$ cat config.mk
export PLATFORM = sky130hd
export DESIGN_NAME = pong_control
export DESIGN_NICKNAME = d
export VERILOG_FILES = /design/src/rtl/pong_control.sv
export SDC_FILE = /design/constraint.sdc
export NUM_CORES = 1
export LEC_CHECK = 0
export ABC_AREA = 0
export CAP_MARGIN = 20
export CORE_MARGIN = 2
export CORE_UTILIZATION = 41
export DETAILED_ROUTE_END_ITERATION = 8
export PLACE_DENSITY_LB_ADDON = 0.3
export SKIP_LAST_GASP = 1
export SYNTH_ARGS = -nofsm -noshare
export SYNTH_HDL_FRONTEND = slang
export SYNTH_SLANG_ARGS = --single-unit
$ cat constraint.sdc
create_clock -name CLK -period 2.7 [get_ports CLK]
set_input_delay 0.54 -clock CLK [delete_from_list [all_inputs] [get_ports CLK]]
set_output_delay 0.54 -clock CLK [all_outputs]
set_load 0.005 [all_outputs]
$ cat src/rtl/pong_control.sv
// Pong game sequencer: one-hot Mealy FSM that serves the ball, moves it
// left/right, judges paddle hits and misses, and ends the game.
module pong_control (
  input  logic       CLK,
  input  logic       CLR,
  input  logic       OVER,
  input  logic       START,
  input  logic       DIR,
  input  logic       TICK,
  input  logic       ATL,
  input  logic       ATR,
  input  logic       BtnL,
  input  logic       BtnR,
  output logic [5:0] state,
  output logic       LD,
  output logic       SHL,
  output logic       SHR,
  output logic       CLRPT,
  output logic       PTL,
  output logic       PTR,
  output logic       MAXTIME,
  output logic       SETTIME
);

  typedef enum logic [5:0] {
    INIT   = 6'h01,
    MOVE_R = 6'h02,
    END_R  = 6'h04,
    MOVE_L = 6'h08,
    END_L  = 6'h10,
    DONE   = 6'h20
  } state_e;

  // Register kept as raw bits so non-one-hot codes stay representable and
  // fall through to the recovery branch.
  logic [5:0] state_q;
  logic [5:0] state_d;

  // State register with synchronous reset to INIT.
  always_ff @(posedge CLK) begin
    if (CLR) state_q <= INIT;
    else     state_q <= state_d;
  end

  // Next-state and Mealy outputs; first matching transition wins.
  always_comb begin
    state_d = state_q;
    LD      = 1'b0;
    SHL     = 1'b0;
    SHR     = 1'b0;
    CLRPT   = 1'b0;
    PTL     = 1'b0;
    PTR     = 1'b0;
    MAXTIME = 1'b0;
    SETTIME = 1'b0;
    case (state_q)
      INIT: begin
        MAXTIME = 1'b1;
        CLRPT   = 1'b1;
        LD      = START;
        if (START) state_d = DIR ? MOVE_R : MOVE_L;
      end
      DONE: begin
        MAXTIME = 1'b1;
        LD      = START;
        CLRPT   = START;
        if (START) state_d = DIR ? MOVE_R : MOVE_L;
      end
      MOVE_L: begin
        SHL = TICK & ~ATL;
        PTR = BtnL;
        if (OVER)     state_d = DONE;
        else if (ATL) state_d = END_L;
      end
      MOVE_R: begin
        SHR = TICK & ~ATR;
        PTL = BtnR;
        if (OVER)     state_d = DONE;
        else if (ATR) state_d = END_R;
      end
      END_L: begin
        if (BtnL) begin
          SETTIME = 1'b1;
        end else if (TICK) begin
          MAXTIME = 1'b1;
          PTR     = 1'b1;
        end
        if (OVER)             state_d = DONE;
        else if (BtnL | TICK) state_d = MOVE_R;
      end
      END_R: begin
        if (BtnR) begin
          SETTIME = 1'b1;
        end else if (TICK) begin
          MAXTIME = 1'b1;
          PTL     = 1'b1;
        end
        if (OVER)             state_d = DONE;
        else if (BtnR | TICK) state_d = MOVE_L;
      end
      default: state_d = INIT;
    endcase
  end

  assign state = state_q;

endmodule

==> results.sh, run 1 <==
export IMPL_ant_nets=0
export IMPL_start_kind="flop"
export IMPL_post_drt_wl_per_cell_microns=13.6
export IMPL_swShare=0.399
export IMPL_async_flop_share=0
export IMPL_final_cell_area_sq_um=956
export IMPL_clk_path_buf_depth=2
export IMPL_synthFlopType="dfxtp_1"
export IMPL_regToRegSetupSlack_ps=630
export IMPL_path_cells="or4_4 > or4b_4 > a21oi_2 > or2_2 > dlygate4sd2_1"
export IMPL_fill_cells=113
export IMPL_hold_class="flop to flop"
export IMPL_synth_cell_type_count=35
export IMPL_wl_mm=1.77
export IMPL_largest_reg_flops=6
export IMPL_die_width_microns=42.2
export IMPL_cts_made_buffers=3
export IMPL_power_density_nw_per_um2=682
export IMPL_rows=13
export IMPL_initial_core_util=0.448
export IMPL_antenna_found_initial=0
export IMPL_final_cells=130
export IMPL_ys_seq_area_frac=0.201
export IMPL_place_congestion=0.879
export IMPL_pwr_share_seq=0.182
export IMPL_grt_usage=0.215
export IMPL_setup_viol=0
export IMPL_ctsRootBufferMaster="clkbuf_4"
export IMPL_r2r_end="state[3]$_SDFFE_PP0P_"
export IMPL_synth_most_common_cell="nor2_1"
export IMPL_dpl_cell_area_sq_um=901
export IMPL_slew_headroom=0.728
export IMPL_intPower_uw=392
export IMPL_clkPwrFrac=0.130
export IMPL_total_power_uw=652
export IMPL_vdd_ir_drop_max_v=0.000452
export IMPL_r2r_start="state[1]$_SDFFE_PP0P_"
export IMPL_die_area_sq_um=1780
export IMPL_synth_yosys_warnings=0
export IMPL_status="finished clean"
export IMPL_route_vias_total=758
export IMPL_grt_pass1_wl_mm=2.97
export IMPL_netlist_area_sq_um=598
export IMPL_cp_slowest_cell="or4_4"
export IMPL_use_met3=0.0259
export IMPL_synthesis_nets=92
export IMPL_ys_top_cells_by_area="dfxtp_1 20%, nor2_1 7.5%, nor3_1 6.7%, nand2_1 4.4%, o31ai_1 3.8%"
export IMPL_syn2layout_area_growth_pct=59.8
export IMPL_switchingPower_uw=260
export IMPL_grt_max_degree=13
export IMPL_synth_edf_count=0
export IMPL_required_ps=2160
export IMPL_hpwlAfterDp_mm=1.38
export IMPL_p_comb_frac=0.688
export IMPL_drcViolationCount=0
export IMPL_port_buffers=23
export IMPL_worstPathArrival_ps=2090
export IMPL_synth_commonest_cells="12 x nor2_1, 8 x nor3_1, 7 x nand2_1, 6 x dfxtp_1"
export IMPL_setup_tns_final_ps=0
export IMPL_fin_skew_ps=1.56
export IMPL_placed_cells=126
export IMPL_coreArea_sq_um=1330
export IMPL_cp_end_kind="primary output"
export IMPL_dr_pass1_iters=4
export IMPL_p_leak_uw=0.000419
export IMPL_ys_ff_latch=6
export IMPL_worstSetupStartpoint="state[1]$_SDFFE_PP0P_"
export IMPL_io_pins=24
export IMPL_synth_area_leader_cell="dfxtp_1"
export IMPL_syn_inst=82
export IMPL_crit_path_end="MAXTIME"
export IMPL_syn_avg_cell_area_sq_um=7.29
export IMPL_cts_max_level=1
export IMPL_layout_drive_gt1_share=0.287
export IMPL_crit_type="flop to primary output"
export IMPL_grt_pass1_vias=680
export IMPL_hold_viol=0
export IMPL_busiest_layer="met2"
export IMPL_cts_tree="built"
export IMPL_clk_latency_ps=250
export IMPL_grt_overflow=0
export IMPL_cts_sinks=6
export IMPL_yosysTopAreaCellShare=0.201
export IMPL_antennaDiodeCount=0
export IMPL_num_nets_final=127
export IMPL_fmaxAchievable_mhz=380
export IMPL_drv_cap=0
export IMPL_period_needed_ps=2630
export IMPL_use_met1=0.302
export IMPL_rsz0062_at_grt="no"
export IMPL_drv_slew=0
export IMPL_routed_via_density=5.83
export IMPL_min_period_over_period=0.974
export IMPL_clk_pin_slew_ps=50
export IMPL_ff2ff_path_depth=6
export IMPL_crit_path_max_fanout=2
export IMPL_fp_dieH_microns=42.2
export IMPL_worst_slew_pin_slew_ps=407
export IMPL_grt_use_met2=0.329
export IMPL_drtIter0Drc=25
export IMPL_crit_path_max_incr_delay_ps=520
==> cell usage in the layout, fill, tap and decap left out, types with 2 or more instances in the layout <==
cell / count
o21ai_2: 2
dfxtp_1: 5
o31ai_1: 2
a21oi_1: 2
buf_4: 12
nor2_1: 11
dlygate4sd2_1: 2
or2_2: 2
inv_1: 4
dlymetal6s2s_1: 2
o21ai_0: 4
clkbuf_4: 3
nor3_1: 8
nand2_1: 6
nand3_1: 2
xnor2_1: 2
a31oi_1: 2
nor2b_1: 2
or4_4: 2
clkdlybuf4s50_1: 19
or4b_4: 2
==> power groups by stage <==
stage / combinational (uW) / sequential (uW) / clock (uW)
2_1_floorplan: 237 / 124 / 0
3_3_place_gp: 422 / 117 / 0
3_5_place_dp: 431 / 118 / 0
4_1_cts: 443 / 118 / 85.7
5_1_grt: 489 / 119 / 95.7
6_report: 449 / 118 / 84.9
==> per-layer routing <==
layer | vias to the layer above | wire, microns | share of wire
met4 | 0 | 27 | 0.015
met5 | - | 0 | 0
met3 | 6 | 103 | 0.058
met2 | 34 | 837 | 0.47
met1 | 347 | 805 | 0.45
li1 | 371 | - | -
==> how the worst min path moves through the flow <==
stage,to,slack [ps],startpoint,cells after the start
detailed placement,state[3]$_SDFFE_PP0P_,580,state[3]$_SDFFE_PP0P_,2
finish,state[3]$_SDFFE_PP0P_,600,state[3]$_SDFFE_PP0P_,2
floorplan,state[3]$_SDFFE_PP0P_,610,state[3]$_SDFFE_PP0P_,2
CTS,state[3]$_SDFFE_PP0P_,590,state[3]$_SDFFE_PP0P_,2
global route,state[3]$_SDFFE_PP0P_,630,state[3]$_SDFFE_PP0P_,2
global placement,state[3]$_SDFFE_PP0P_,570,state[3]$_SDFFE_PP0P_,2
==> critical path, delay by kind of cell (launching register included) <==
family	cells	cell delay, ps
compound gates	1	150
buf+inv	1	220
flops	1	320
simple gates	3	1150
==> timing repair <==
| action | 4_1_cts | 5_1_grt |
|---|---|---|
| buffers inserted | 1 | 0 |
| pin swaps | 3 | 1 |
| gates resized for setup | 5 | 6 |
| hold buffers | 0 | 0 |
| endpoints found under the setup margin | 2 | 4 |
==> cell type report <==
class                   instances  area, sq um  share of cell area
inverters                       4         15.0              0.0157
flip-flops and latches          6          121               0.127
well taps                      15         18.8              0.0196
repair buffers                 35          323               0.338
multi-input cells              67          455               0.476
clock buffers                   3         22.5              0.0236
==> cells by family (layout without fill, tap and decap cells) <==
logic type | after synthesis | after routing | share of synthesized area
mux | 1 | 1 | 0.0188
compound gates | 22 | 22 | 0.285
buf+inv | 9 | 42 | 0.0732
flops | 6 | 6 | 0.201
simple gates | 42 | 42 | 0.393
xor+xnor | 2 | 2 | 0.0293
==> stage by stage <==
stage	setup WS, ps	utilization	hold slack (ps)
after floorplan	436	-	610
after global placement	-57.9	0.675	567
after detailed placement	-80.6	0.675	582
after CTS	-62.6	0.705	593
after global routing	1.68	0.717	630
final	69.7	0.717	596
No activity file was read; power rests on OpenSTA's default activity.
==> run 2, diff against run 1 <==
--- a/config.mk
+++ b/config.mk
@@ -7,7 +7,6 @@
 export LEC_CHECK = 0
 export ABC_AREA = 0
 export CAP_MARGIN = 20
-export CORE_MARGIN = 2
 export CORE_UTILIZATION = 41
 export DETAILED_ROUTE_END_ITERATION = 8
 export PLACE_DENSITY_LB_ADDON = 0.3
==> results.sh, run 2 (synthesis gave the netlist of run 1 again) <==
export IMPL_cp_end_kind="primary output"
export IMPL_fp_dieH_microns=40.2
export IMPL_final_seq_area_sq_um=120
export IMPL_fill_cells=115
export IMPL_path_cells="or4_4 > or4b_4 > a21oi_2 > or2_2 > dlygate4sd2_1"
export IMPL_cts_sinks=6
export IMPL_die_width_microns=40.2
export IMPL_hp_start="state[3]$_SDFFE_PP0P_"
export IMPL_grt_overflow=0
export IMPL_drtIter0Drc=28
export IMPL_cts_max_level=1
export IMPL_post_drt_wl_per_cell_microns=13.1
export IMPL_place_congestion=0.840
export IMPL_grt_pass1_wl_mm=2.80
export IMPL_min_period_over_period=0.965
export IMPL_hold_class="flop to flop"
export IMPL_dpl_cell_area_sq_um=901
export IMPL_hold_buffers=0
export IMPL_antenna_found_initial=0
export IMPL_clk_latency_ps=240
export IMPL_cts_tree="built"
export IMPL_io_pins=24
export IMPL_crit_path_max_fanout=2
export IMPL_critPathTopFamily="simple AND/OR/NAND/NOR gates"
export IMPL_total_power_uw=646
export IMPL_vdd_ir_drop_max_v=0.000534
export IMPL_crit_path_max_incr_delay_ps=540
export IMPL_min_to="state[3]$_SDFFE_PP0P_"
export IMPL_ctsRootBufferMaster="clkbuf_4"
export IMPL_ff2ff_path_depth=6
export IMPL_coreArea_sq_um=1330
export IMPL_layout_drive_gt1_share=0.278
export IMPL_die_area_sq_um=1620
export IMPL_fmaxAchievable_mhz=384
export IMPL_final_util=0.714
export IMPL_required_ps=2160
export IMPL_clk_path_buf_depth=2
export IMPL_fin_ws_ps=93.8
export IMPL_route_vias_total=747
export IMPL_p_leak_uw=0.000416
export IMPL_hold_depth=2
export IMPL_ant_nets=0
export IMPL_r2r_end="state[3]$_SDFFE_PP0P_"
export IMPL_rows=13
export IMPL_clk_pin_slew_ps=50
export IMPL_power_density_nw_per_um2=678
export IMPL_hpwlAfterDp_mm=1.31
export IMPL_crit_type="flop to primary output"
export IMPL_worst_slew_pin_slew_ps=383
export IMPL_final_common_cell="clkdlybuf4s50_1"
export IMPL_cts_made_buffers=3
export IMPL_port_buffers=23
export IMPL_pre_cts_ws_ps=-67.2
export IMPL_period_needed_ps=2610
export IMPL_drv_slew=0
export IMPL_largest_reg_flops=6
export IMPL_setup_viol=0
export IMPL_slew_headroom=0.744
export IMPL_worstPathArrival_ps=2070
export IMPL_grt_max_degree=13
export IMPL_cp_slowest_cell="or4_4"
export IMPL_multi_input_area_sq_um=453
export IMPL_syn2layout_area_growth_pct=59.2
export IMPL_start_kind="flop"
export IMPL_regToRegSetupSlack_ps=630
export IMPL_antennaDiodeCount=0
export IMPL_drcViolationCount=0
export IMPL_hold_viol=0
export IMPL_dr_pass1_iters=4
export IMPL_wl_mm=1.70
export IMPL_initial_core_util=0.448
export IMPL_final_cell_mix="19 x clkdlybuf4s50_1, 12 x buf_4, 11 x nor2_1, 8 x nor3_1"
export IMPL_grt_pass1_vias=674
export IMPL_num_nets_final=127
export IMPL_r2r_start="state[5]$_SDFFE_PP0P_"
export IMPL_final_cell_area_sq_um=952
export IMPL_grt_usage=0.259
export IMPL_rsz0062_at_grt="no"
export IMPL_status="finished clean"
export IMPL_drv_cap=0
export IMPL_routed_via_density=5.75
export IMPL_fin_skew_ps=3.62
export IMPL_worst_path_buf_inv=1
[run 2: area by class of cell]
type,instances,area share
multi-input combinational,67,0.476
inverter,4,0.0158
tap,15,0.0197
sequential,6,0.126
timing repair buffer,35,0.339
clock buffer,3,0.0237
[run 2: worst max-delay path by stage]
stage | startpoint | to | slack (ps) | cells past startpoint
final | state[5]$_SDFFE_PP0P_ | MAXTIME | 90 | 5
after CTS | state[5]$_SDFFE_PP0P_ | PTR | -50 | 6
after detailed placement | BtnL | MAXTIME | -70 | 5
after global routing | state[4]$_SDFFE_PP0P_ | PTL | 3 | 5
after floorplan | state[1]$_SDFFE_PP0P_ | MAXTIME | 440 | 5
after global placement | BtnL | MAXTIME | -60 | 5
[run 2: power breakdown]
group / leakage [uW] / internal (uW) / total (uW) / switching [uW]
combinational: 0.000354 / 236 / 448 / 212
clock: 0.0000138 / 50.2 / 80.8 / 30.6
sequential: 0.0000489 / 106 / 117 / 11.5
[run 2: what timing repair did]
item / 4_1_cts / 5_1_grt
gates resized for setup: 5 / 5
endpoints found under the setup margin: 2 / 4
pin swaps: 3 / 1
buffers inserted: 1 / 0
[run 2: tightest hold or removal path: cells and delay by family (launching register included)]
family             cells  cell delay [ps]
AOI/OAI and AO/OA      1               70
and+or+nand+nor        1              130
DFF                    1              330
[run 2: per-layer routing]
layer	track usage	part of all wire
met3	0.100	0.052
met5	0	0
met1	0.314	0.47
met2	0.448	0.48
met4	0.0250	0
[run 2: stage by stage]
step                      setup TNS (ps)  cells  hold WS, ps
after floorplan                        0     82          610
after global placement             -60.8    126          568
after detailed placement           -67.2    126          579
after CTS                          -50.3    130          587
after global routing                   0    130          626
final                                  0    130          585
==> run 3, diff against run 2 <==
--- a/config.mk
+++ b/config.mk
@@ -11,6 +11,7 @@
 export DETAILED_ROUTE_END_ITERATION = 8
 export PLACE_DENSITY_LB_ADDON = 0.3
 export SKIP_LAST_GASP = 1
+export SLEW_MARGIN = 20
 export SYNTH_ARGS = -nofsm -noshare
 export SYNTH_HDL_FRONTEND = slang
 export SYNTH_SLANG_ARGS = --single-unit
==> results of run 3 <==
Final layout, timing and power as in run 2 (identical DEF).
